==> config.mk <==
export PLATFORM = sky130hd
export DESIGN_NAME = alu_arbiter_flat
export DESIGN_NICKNAME = d
export VERILOG_FILES = /design/src/rtl/alu_arbiter_if.sv /design/src/rtl/alu_arbiter.sv /design/src/flat_wrapper.sv
export SDC_FILE = /design/constraint.sdc
export NUM_CORES = 1
export LEC_CHECK = 0
export ABC_AREA = 1
export CORE_MARGIN = 2
export CORE_UTILIZATION = 34
export CTS_CLUSTER_SIZE = 14
export DETAILED_ROUTE_END_ITERATION = 16
export GPL_TIMING_DRIVEN = 0
export PLACE_DENSITY = 0.68
export SLEW_MARGIN = 0
export SYNTH_ARGS = -nofsm -noshare
export SYNTH_HDL_FRONTEND = slang
export SYNTH_SLANG_ARGS = --single-unit
==> constraint.sdc <==
create_clock -name clk -period 5.8 [get_ports clk]
set_input_delay 1.16 -clock clk [delete_from_list [all_inputs] [get_ports clk]]
set_output_delay 1.16 -clock clk [all_outputs]
set_load 0.05 [all_outputs]
==> src/rtl/alu_arbiter_if.sv <==
// Bundle between two requesters, the round-robin arbiter and a shared ALU datapath.
// master = requesters + datapath side, slave = arbiter side.
interface alu_arbiter_if #(
   parameter int unsigned WIDTH = 8
);
   localparam int unsigned CMD_W = 6;

   logic [1:0]       req_valid;
   logic [1:0]       req_ready;
   logic [CMD_W-1:0] req0_cmd;
   logic [WIDTH-1:0] req0_a;
   logic [WIDTH-1:0] req0_b;
   logic [WIDTH-1:0] req0_c;
   logic [CMD_W-1:0] req1_cmd;
   logic [WIDTH-1:0] req1_a;
   logic [WIDTH-1:0] req1_b;
   logic [WIDTH-1:0] req1_c;
   logic [CMD_W-1:0] cmdin;
   logic [WIDTH-1:0] din_1;
   logic [WIDTH-1:0] din_2;
   logic [WIDTH-1:0] din_3;
   logic [WIDTH-1:0] dout_low;
   logic [WIDTH-1:0] dout_high;
   logic             zero;
   logic             error;
   logic             rsp_valid;
   logic             rsp_ready;
   logic             rsp_id;
   logic [WIDTH-1:0] rsp_low;
   logic [WIDTH-1:0] rsp_high;
   logic             rsp_zero;
   logic             rsp_error;
   logic             busy;

   modport master (
      output req_valid, req0_cmd, req0_a, req0_b, req0_c,
             req1_cmd, req1_a, req1_b, req1_c,
             dout_low, dout_high, zero, error, rsp_ready,
      input  req_ready, cmdin, din_1, din_2, din_3,
             rsp_valid, rsp_id, rsp_low, rsp_high, rsp_zero, rsp_error, busy
   );

   modport slave (
      input  req_valid, req0_cmd, req0_a, req0_b, req0_c,
             req1_cmd, req1_a, req1_b, req1_c,
             dout_low, dout_high, zero, error, rsp_ready,
      output req_ready, cmdin, din_1, din_2, din_3,
             rsp_valid, rsp_id, rsp_low, rsp_high, rsp_zero, rsp_error, busy
   );
endinterface

==> src/rtl/alu_arbiter.sv <==
// Two-requester round-robin front end for a fixed-latency ALU datapath.
// One transaction in flight: IDLE accepts, BUSY drives the ALU, RESP holds the result.
module alu_arbiter #(
   parameter int unsigned WIDTH   = 8,
   parameter int unsigned LATENCY = 4
) (
   input  logic         clk,
   input  logic         rst,
   alu_arbiter_if.slave bus
);
   localparam int unsigned CMD_W = 6;
   localparam int unsigned CNT_W = 4;
   localparam logic [CMD_W-1:0] CMD_NOP = CMD_W'(0);

   typedef enum logic [1:0] {
      IDLE = 2'd0,
      BUSY = 2'd1,
      RESP = 2'd2
   } state_t;

   state_t           state_q;
   logic             last_grant_q;
   logic             id_q;
   logic [CNT_W-1:0] cnt_q;
   logic [CMD_W-1:0] cmdin_q;
   logic [WIDTH-1:0] din_1_q;
   logic [WIDTH-1:0] din_2_q;
   logic [WIDTH-1:0] din_3_q;
   logic             rsp_valid_q;
   logic             rsp_id_q;
   logic [WIDTH-1:0] rsp_low_q;
   logic [WIDTH-1:0] rsp_high_q;
   logic             rsp_zero_q;
   logic             rsp_error_q;
   logic             busy_q;
   logic             grant_c;
   logic             accept_c;

   // A lone requester wins; on a tie the one not served last time wins.
   always_comb begin
      grant_c = 1'b0;
      if (bus.req_valid == 2'b10) begin
         grant_c = 1'b1;
      end else if (bus.req_valid == 2'b11) begin
         grant_c = ~last_grant_q;
      end
   end

   assign accept_c      = (state_q == IDLE) && (bus.req_valid != 2'b00) && !rst;
   assign bus.req_ready = accept_c ? (grant_c ? 2'b10 : 2'b01) : 2'b00;

   always_ff @(posedge clk or posedge rst) begin
      if (rst) begin
         state_q      <= IDLE;
         last_grant_q <= 1'b1;
         id_q         <= 1'b0;
         cnt_q        <= CNT_W'(0);
         cmdin_q      <= CMD_NOP;
         din_1_q      <= WIDTH'(0);
         din_2_q      <= WIDTH'(0);
         din_3_q      <= WIDTH'(0);
         rsp_valid_q  <= 1'b0;
         rsp_id_q     <= 1'b0;
         rsp_low_q    <= WIDTH'(0);
         rsp_high_q   <= WIDTH'(0);
         rsp_zero_q   <= 1'b0;
         rsp_error_q  <= 1'b0;
         busy_q       <= 1'b0;
      end else begin
         case (state_q)
            IDLE: begin
               if (accept_c) begin
                  state_q      <= BUSY;
                  busy_q       <= 1'b1;
                  last_grant_q <= grant_c;
                  id_q         <= grant_c;
                  cnt_q        <= CNT_W'(LATENCY - 1);
                  cmdin_q      <= grant_c ? bus.req1_cmd : bus.req0_cmd;
                  din_1_q      <= grant_c ? bus.req1_a   : bus.req0_a;
                  din_2_q      <= grant_c ? bus.req1_b   : bus.req0_b;
                  din_3_q      <= grant_c ? bus.req1_c   : bus.req0_c;
               end
            end
            BUSY: begin
               // Last datapath cycle: result is valid now, so capture and release the ALU.
               if (cnt_q == CNT_W'(0)) begin
                  state_q     <= RESP;
                  cmdin_q     <= CMD_NOP;
                  din_1_q     <= WIDTH'(0);
                  din_2_q     <= WIDTH'(0);
                  din_3_q     <= WIDTH'(0);
                  rsp_valid_q <= 1'b1;
                  rsp_id_q    <= id_q;
                  rsp_low_q   <= bus.dout_low;
                  rsp_high_q  <= bus.dout_high;
                  rsp_zero_q  <= bus.zero;
                  rsp_error_q <= bus.error;
               end else begin
                  cnt_q <= cnt_q - CNT_W'(1);
               end
            end
            RESP: begin
               if (bus.rsp_ready) begin
                  state_q     <= IDLE;
                  rsp_valid_q <= 1'b0;
                  busy_q      <= 1'b0;
               end
            end
            default: begin
               state_q <= IDLE;
               busy_q  <= 1'b0;
            end
         endcase
      end
   end

   assign bus.cmdin     = cmdin_q;
   assign bus.din_1     = din_1_q;
   assign bus.din_2     = din_2_q;
   assign bus.din_3     = din_3_q;
   assign bus.rsp_valid = rsp_valid_q;
   assign bus.rsp_id    = rsp_id_q;
   assign bus.rsp_low   = rsp_low_q;
   assign bus.rsp_high  = rsp_high_q;
   assign bus.rsp_zero  = rsp_zero_q;
   assign bus.rsp_error = rsp_error_q;
   assign bus.busy      = busy_q;

endmodule
==> src/flat_wrapper.sv <==
// flat-port wrapper written by rule: the top's interface ports become plain ports
module alu_arbiter_flat 
#(
   parameter int unsigned WIDTH   = 8,
   parameter int unsigned LATENCY = 4
)
  (clk, rst, bus_req_valid, bus_req0_cmd, bus_req0_a, bus_req0_b, bus_req0_c, bus_req1_cmd, bus_req1_a, bus_req1_b, bus_req1_c, bus_dout_low, bus_dout_high, bus_zero, bus_error, bus_rsp_ready, bus_req_ready, bus_cmdin, bus_din_1, bus_din_2, bus_din_3, bus_rsp_valid, bus_rsp_id, bus_rsp_low, bus_rsp_high, bus_rsp_zero, bus_rsp_error, bus_busy);
  alu_arbiter_if #(.WIDTH(WIDTH)) bus_i ();
  input  logic clk;
  input  logic rst;
  input wire logic [$bits(bus_i.req_valid)-1:0] bus_req_valid;
  input wire logic [$bits(bus_i.req0_cmd)-1:0] bus_req0_cmd;
  input wire logic [$bits(bus_i.req0_a)-1:0] bus_req0_a;
  input wire logic [$bits(bus_i.req0_b)-1:0] bus_req0_b;
  input wire logic [$bits(bus_i.req0_c)-1:0] bus_req0_c;
  input wire logic [$bits(bus_i.req1_cmd)-1:0] bus_req1_cmd;
  input wire logic [$bits(bus_i.req1_a)-1:0] bus_req1_a;
  input wire logic [$bits(bus_i.req1_b)-1:0] bus_req1_b;
  input wire logic [$bits(bus_i.req1_c)-1:0] bus_req1_c;
  input wire logic [$bits(bus_i.dout_low)-1:0] bus_dout_low;
  input wire logic [$bits(bus_i.dout_high)-1:0] bus_dout_high;
  input wire logic [$bits(bus_i.zero)-1:0] bus_zero;
  input wire logic [$bits(bus_i.error)-1:0] bus_error;
  input wire logic [$bits(bus_i.rsp_ready)-1:0] bus_rsp_ready;
  output wire logic [$bits(bus_i.req_ready)-1:0] bus_req_ready;
  output wire logic [$bits(bus_i.cmdin)-1:0] bus_cmdin;
  output wire logic [$bits(bus_i.din_1)-1:0] bus_din_1;
  output wire logic [$bits(bus_i.din_2)-1:0] bus_din_2;
  output wire logic [$bits(bus_i.din_3)-1:0] bus_din_3;
  output wire logic [$bits(bus_i.rsp_valid)-1:0] bus_rsp_valid;
  output wire logic [$bits(bus_i.rsp_id)-1:0] bus_rsp_id;
  output wire logic [$bits(bus_i.rsp_low)-1:0] bus_rsp_low;
  output wire logic [$bits(bus_i.rsp_high)-1:0] bus_rsp_high;
  output wire logic [$bits(bus_i.rsp_zero)-1:0] bus_rsp_zero;
  output wire logic [$bits(bus_i.rsp_error)-1:0] bus_rsp_error;
  output wire logic [$bits(bus_i.busy)-1:0] bus_busy;
  assign bus_i.req_valid = bus_req_valid;
  assign bus_i.req0_cmd = bus_req0_cmd;
  assign bus_i.req0_a = bus_req0_a;
  assign bus_i.req0_b = bus_req0_b;
  assign bus_i.req0_c = bus_req0_c;
  assign bus_i.req1_cmd = bus_req1_cmd;
  assign bus_i.req1_a = bus_req1_a;
  assign bus_i.req1_b = bus_req1_b;
  assign bus_i.req1_c = bus_req1_c;
  assign bus_i.dout_low = bus_dout_low;
  assign bus_i.dout_high = bus_dout_high;
  assign bus_i.zero = bus_zero;
  assign bus_i.error = bus_error;
  assign bus_i.rsp_ready = bus_rsp_ready;
  assign bus_req_ready = bus_i.req_ready;
  assign bus_cmdin = bus_i.cmdin;
  assign bus_din_1 = bus_i.din_1;
  assign bus_din_2 = bus_i.din_2;
  assign bus_din_3 = bus_i.din_3;
  assign bus_rsp_valid = bus_i.rsp_valid;
  assign bus_rsp_id = bus_i.rsp_id;
  assign bus_rsp_low = bus_i.rsp_low;
  assign bus_rsp_high = bus_i.rsp_high;
  assign bus_rsp_zero = bus_i.rsp_zero;
  assign bus_rsp_error = bus_i.rsp_error;
  assign bus_busy = bus_i.busy;
  alu_arbiter #(.WIDTH(WIDTH), .LATENCY(LATENCY)) u_core (.clk(clk), .rst(rst), .bus(bus_i));
endmodule
### Word level (Yosys, flattened, before mapping)

Index checks and enable logic that the tools add are counted.

* bits in registers: 59
* output and inout bits: 53
* logic and storage cells: 71
* bits of input ports: 83

* eq/ne operators: 8
* $add $sub $neg: 1
* reductions and logical operators: 15
* bitwise operators: 2
* mux-type cells: 30

Operators with widths (number)
* 8-bit 2-to-1 mux: 7
* 8-bit case mux with 2 select lines: 3
* 6-bit 2-to-1 mux: 3
* 3-bit AND reduction: 5
* 6-bit case mux with 2 select lines: 1
* 2-bit 2-to-1 mux: 5
* 4-bit 2-to-1 mux: 2
* 4-bit case mux with 2 select lines: 1
* 2-bit equality test (second input constant): 3
* 2-bit case mux with 3 select lines: 1
* 2-bit nonzero test: 3
* 1-bit 2-to-1 mux: 5
* 4-bit logical NOT: 1
* 2-bit by 1-bit != test with 1-bit output (second input constant): 2
* 2-bit != test (second input constant): 2
* 2-bit AND reduction: 2
* 4-bit by 1-bit subtractor with 4-bit output (second input constant): 1
* 1-bit case mux with 3 select lines: 1
* 2-bit by 1-bit equality test with 1-bit output (second input constant): 1
* 1-bit logical AND: 2
* 2-bit logical NOT: 1
* 1-bit inverter: 2
* 1-bit case mux with 2 select lines: 1
* 1-bit logical NOT: 1

### Logic depth before layout (Yosys ltp)

Gate-level depths: netlist of the first run.

* depth in word-level cells: 6
* mapped depth: 8
* mapped depth without buffers: 7

### Least setup slack after synthesis of the first run

Ideal clock, no wire load.

* kind: input port to output port
* from: input port rst
* to: output port bus_req_ready[0]
* setup slack: 0.982 ns
* arrival time: 3.658 ns
* stages: 4
* path buffers: 1
* cell sequence: inv_1 nand3_2 buf_6 a21oi_1

* word-level cells in the longest chain between the ends: 3

RTL lines
* start, declared: RTL line flat_wrapper.sv:10 `input logic rst;`
* 1-bit logical NOT: RTL line alu_arbiter.sv:49 `assign accept_c = (state_q == IDLE) && (bus.req_valid != 2'b00) && !rst;`
* 1-bit logical AND: RTL line alu_arbiter.sv:49
* 2-bit 2-to-1 mux: RTL line alu_arbiter.sv:50 `assign bus.req_ready = accept_c ? (grant_c ? 2'b10 : 2'b01) : 2'b00;`
* end, declared: RTL line flat_wrapper.sv:25 `output wire logic [$bits(bus_i.req_ready)-1:0] bus_req_ready;`

Every way passes these cells.

### Final worst setup path of the first run

Ends and elaborated chain as after synthesis.

==> impl_metrics.yaml, run 1 <==
critical_path:
  rrSetupSlack_ps: 4410
  cpMostUsedCell: "clkdlybuf4s50_1"
  worstSetupStartpointType: "primary input"
  crit_fanout: 30
  cp-startpoint: "rst"
  r2r_cells: 6
  crit_slowest_cell: "clkdlybuf4s50_1"
  cp-end-kind: "primary output"
  crit_required_ps: 4640
  cpPeakStageDelay_ps: 860
  worstReg2RegStart: "u_core.cnt_q[0]$_DFFE_PP0P_"
  path_class: "in2out"
  cp_cell_sequence: "clkdlybuf4s50_1 -> inv_2 -> nand3_2 -> buf_6 -> a21oi_1 -> clkdlybuf4s50_1"
  arrival_ps: 3550
  reg2reg_to: "u_core.bus.rsp_high[2]$_DFFE_PP0P_"
clock_network:
  cts.clk_slew.worst_paths_ps: 60
  cts_sinks: 59
  post_cts_resized: 0
  clk_latency_ps: 330
  cts_root_buf: "clkbuf_8"
  cts_buffers: 9
  cts_max_path_buffers: 2
  cts_hold_buf: 0
  htreeDepth: 3
  post_cts_buffers: 0
  cts_tree: "yes"
timing:
  period_needed_ps: 4710
  setup_viol: 0
  slew_viol_final: 0
  min_period_over_period_pct: 81.2
  max-slew-margin-rel_pct: 56.0
  tightest_slew_ps: 659
  grt_setup_unrepaired: "false"
  fmax_mhz: 212
  final_hold_viol_count: 0
  skew_ps: 10.9
  fin_tns_setup_ps: 0
placed_design:
  hpwl_mm: 5.95
  port_buffers: 134
  place_area_sq_mm: 0.00438
  routabilityCongestion: 0.772
global_routing:
  grt_overflow: 0
  grt_max_degree: 32
  grt_pass1_wl_mm: 12.5
  track_usage_pct: 17.8
  antenna_found_initial: 0
  grt_pass1_vias: 2680
yosys:
  ys_seq_area_share_pct: 51.1
  synthCells: 371
  syn_avg_cell_area_sq_um: 7.79
  synth_nets: 456
  synth_cell_types: 24
  yosysWarnings: 0
  synth.cell_area_sq_mm: 0.00289
  postSynthRegisterBits: 59
routing:
  wirelength_mm: 7.93
  drt_iter0_markers: 48
  ant_nets: 0
  vias: 2850
  via_per_inst: 4.55
  wl_per_cell_um: 12.6
  dr.pass1.iters: 6
  drc: 0
floorplanning:
  initial_utilization_pct: 35.2
  die_area_sq_mm: 0.00925
  die_y_um: 96.2
  io_pins: 136
  placementRows: 33
  design.core.area_sq_mm: 0.00822
  dieWidth_um: 96.2
hold_path:
  hp-class: "reg2reg"
  hold_depth: 1
  worstHoldEndpoint: "u_core.bus.busy$_DFFE_PP0P_"
  min-delay-start: "u_core.bus.busy$_DFFE_PP0P_"
cells_and_area:
  final_area_sq_mm: 0.00456
  layout-drive-gt1-share_pct: 8.05
  mostFrequentLayoutCells: "nand2_1 (154), clkdlybuf4s50_1 (134), nand3_1 (63), dfrtp_1 (58), inv_1 (27)"
  nNetsFinal: 602
  final_common_cell: "nand2_1"
  multi_input_area_sq_mm: 0.00115
  fillCellCount: 769
  synthToLayoutAreaGrowth_pct: 57.6
  diodes: 0
  seq_area_sq_mm: 0.00148
run_status:
  outcome: "finished clean"
job:
  max_cap_viol_count: 0
power:
  vdd_drop_max_mv: 0.194
  p_leak_nw: 2.29
  p_per_area_mw_per_mm2: 545
## critical path, delay by kind of cell
kind,cells,cell delay (ps)
AO/OA/AOI/OAI,1,250
AND/OR/NAND/NOR,1,170
buffers and inverters,4,1940
## cell type report
type / count / area share, %
buffer: 24 / 3.38
sequential: 59 / 32.4
clock inverter: 2 / 0.220
multi-input combinational: 260 / 25.3
tap: 105 / 2.88
inverter: 28 / 2.31
timing repair buffer: 135 / 29.9
clock buffer: 14 / 3.57
## how the worst max path moves through the flow
stage / endpoint / slack, ps / cells after the start
2_1_floorplan: bus_req_ready[0] / 980 / 4
3_3_place_gp: bus_req_ready[0] / -330 / 6
3_5_place_dp: bus_req_ready[0] / 1000 / 6
4_1_cts: bus_req_ready[0] / 1000 / 6
5_1_grt: bus_req_ready[0] / 880 / 6
6_report: bus_req_ready[0] / 1090 / 6
## routing by layer
| metal | part of all wire, % | vias to the layer above | GRT usage [%] |
|---|---|---|---|
| li1 | - | 1464 | - |
| met1 | 43 | 1276 | 22.2 |
| met2 | 47 | 95 | 28.9 |
| met3 | 8.0 | 15 | 5.48 |
| met4 | 1.8 | 0 | 6.90 |
| met5 | 0 | - | 0 |
## state kept, by name, summed over array words and instances (netlist names), 2 cells and up
register and flops:
u_core.bus.rsp_high 8, u_core.bus.din_1 8, u_core.bus.din_2 8, u_core.bus.cmdin 6, u_core.cnt_q 4, u_core.bus.din_3 8
u_core.state_q 2, u_core.bus.rsp_low 8
## power breakdown
part,switching (mW),internal (mW),total (mW)
Combinational,0.955,0.497,1.45
Clock,0.150,0.177,0.328
Sequential,0.103,0.600,0.702
Total,1.21,1.27,2.48
## cells in the mapped netlist
cell type	instances	share of area (%)
a21o_1	1	0.26
a21oi_1	1	0.17
a21oi_2	1	0.30
buf_1	1	0.13
buf_2	12	2.1
buf_4	3	0.78
buf_6	5	1.9
clkbuf_1	3	0.39
dfrtp_1	58	50
dfstp_2	1	0.91
ha_1	2	0.87
inv_1	28	3.6
nand2_1	154	20
nand2_2	1	0.22
nand3_1	63	11
nand3_2	1	0.35
nand3_4	1	0.61
nand4_1	1	0.22
nor2_1	6	0.78
nor2_2	1	0.22
nor2_4	1	0.39
o21ai_0	16	2.8
o21ai_1	9	1.6
xor2_1	1	0.30
## kinds of logic after synthesis
kind of cell	Yosys count	synth area share, %
DFF	59	51.1
xor gates and xnor gates	1	0.303
AOI/OAI and AO/OA	28	5.06
and+or+nand+nor	229	33.7
adders and majority gates	2	0.866
buffers and inverters	52	8.96
## metrics by stage
stage / utilization (%) / hold slack [ps] / setup slack (ps) / power [mW] / instances
2_1_floorplan: - / 465 / 982 / 1.67 / 371
3_3_place_gp: 53.1 / 463 / -333 / 2.14 / 610
3_5_place_dp: 53.3 / 472 / 1000 / 2.17 / 611
4_1_cts: 55.4 / 487 / 1000 / 2.51 / 627
5_1_grt: 55.4 / 500 / 879 / 2.65 / 627
6_report: 55.4 / 478 / 1090 / 2.48 / 627
(Power assumes the default switching activity.)
==> inputs of run 2 (changes only) <==
- clock period: 5.8 -> 4.4 ns (I/O delays scaled with it)
==> results of run 2 <==
The final DEF is identical to that of run 1. Status: finished clean.
Among the figures that moved: setup slack after placement 1000 ps -> 160 ps; setup slack after layout 1090 ps -> 252 ps; register-to-register setup slack 4410 ps -> 3010 ps; total power 2.48 mW -> 3.27 mW; worst IR drop on VDD 0.194 mV -> 0.256 mV
==> inputs of run 3 (changes only) <==
- CTS_BUF_LIST: not set -> sky130_fd_sc_hd__clkbuf_4 sky130_fd_sc_hd__clkbuf_8
==> impl_metrics.yaml, run 3 (synthesis gave the netlist of run 1 again) <==
run_status:
  outcome: "finished clean"
floorplanning:
  io_pins: 136
  dieWidth_um: 96.2
  die_y_um: 96.2
  initial_utilization_pct: 35.2
  design.core.area_sq_mm: 0.00822
  die_area_sq_mm: 0.00925
  placementRows: 33
timing:
  grt_setup_unrepaired: "false"
  tightest_slew_ps: 661
  min_period_over_period_pct: 94.3
  holdWs_ps: 478
  period_needed_ps: 4150
  fmax_mhz: 241
  slew_viol_final: 0
  fin_tns_setup_ps: 0
  setup_viol: 0
  worst_slack_ps: 249
  final_hold_viol_count: 0
  max-slew-margin-rel_pct: 55.8
  skew_ps: 11.0
critical_path:
  crit_required_ps: 3520
  crit_fanout: 30
  path_class: "in2out"
  cp_cell_sequence: "clkdlybuf4s50_1 -> inv_2 -> nand3_2 -> buf_6 -> a21oi_1 -> clkdlybuf4s50_1"
  cpPeakStageDelay_ps: 860
  worstSetupStartpointType: "primary input"
  path_delay_family: "buffers and inverters"
  cp-end-kind: "primary output"
  crit_slowest_cell: "clkdlybuf4s50_1"
  cpMostUsedCell: "clkdlybuf4s50_1"
  cp.buffers_inverters: 4
  arrival_ps: 3270
global_routing:
  grt_pass1_wl_mm: 12.5
  antenna_found_initial: 0
  grt_pass1_vias: 2677
  grt_max_degree: 32
  grt_overflow: 0
  track_usage_pct: 17.8
cells_and_area:
  final_common_cell: "nand2_1"
  diodes: 0
  nNetsFinal: 602
  mostFrequentLayoutCells: "nand2_1 (154), clkdlybuf4s50_1 (134), nand3_1 (63), dfrtp_1 (58), inv_1 (27)"
  final_cells: 627
  final_area_sq_mm: 0.00457
  synthToLayoutAreaGrowth_pct: 58.0
  layout-drive-gt1-share_pct: 8.62
  utilization_pct: 55.6
clock_network:
  cts_root_buf: "clkbuf_8"
  htreeDepth: 3
  cts_buffers: 9
  post_cts_buffers: 0
  cts_hold_buf: 0
  clk_latency_ps: 330
  cts.clk_slew.worst_paths_ps: 60
  cts_max_path_buffers: 2
  post_cts_resized: 0
  cts_sinks: 59
  cts_tree: "yes"
routing:
  wirelength_mm: 7.92
  wl_per_cell_um: 12.6
  via_per_inst: 4.57
  drc: 0
  ant_nets: 0
  vias: 2864
  drt_iter0_markers: 50
  dr.pass1.iters: 6
placed_design:
  place_inst: 611
  routabilityCongestion: 0.772
  place_area_sq_mm: 0.00438
  pre_cts_ws_ps: 160
  hpwl_mm: 5.95
  port_buffers: 134
power:
  p_per_area_mw_per_mm2: 720
  vdd_drop_max_mv: 0.256
  p_total_mw: 3.29
  p_leak_nw: 2.30
hold_path:
  hp-class: "reg2reg"
job:
  max_cap_viol_count: 0
-- run 3: final timing paths --
kind                                             start                                 end  slack (ps)  cells past startpoint
min in group asynchronous                          rst    u_core.bus.rsp_valid$_DFFE_PP0P_         970                      2
max                                                rst                    bus_req_ready[0]         250                      6
max in group asynchronous                          rst   u_core.bus.rsp_low[0]$_DFFE_PP0P_        2840                      3
min reg2reg                u_core.bus.busy$_DFFE_PP0P_         u_core.bus.busy$_DFFE_PP0P_         480                      1
max reg2reg                u_core.cnt_q[0]$_DFFE_PP0P_  u_core.bus.rsp_high[2]$_DFFE_PP0P_        3010                      6
min                        u_core.bus.busy$_DFFE_PP0P_         u_core.bus.busy$_DFFE_PP0P_         480                      1
-- run 3: metal layers --
metal  global-route usage, %  wire length (um)  vias up  share of wire, %
li1                        -                 -     1464                 -
met1                    22.2              3390     1282                43
met2                    28.9              3740      103                47
met3                    5.48               649       15               8.2
met4                    6.90               142        0               1.8
met5                       0                 0        -                 0
-- run 3: cell type report --
class / count / area (sq um)
fill: 767 / 3650
buffer: 24 / 154
sequential: 59 / 1480
timing repair buffer: 135 / 1360
clock inverter: 2 / 10.0
inverter: 28 / 105
tap: 105 / 131
clock buffer: 14 / 174
multi-input combinational: 260 / 1150
-- run 3: worst register-to-register path, cell delays in order (launching register included) --
cell and delay [ps]:
dfrtp_1 390, inv_1 130, ha_1 230, nand3_4 140, buf_2 220, nand2_1 70
o21ai_0 70
-- run 3: power by group --
| part | switching (mW) | leakage, nW | internal, mW | total, mW |
|---|---|---|---|---|
| Sequential | 0.135 | 0.734 | 0.790 | 0.926 |
| Combinational | 1.26 | 1.46 | 0.655 | 1.91 |
| Clock | 0.199 | 0.101 | 0.252 | 0.451 |
| Total | 1.59 | 2.30 | 1.70 | 3.29 |
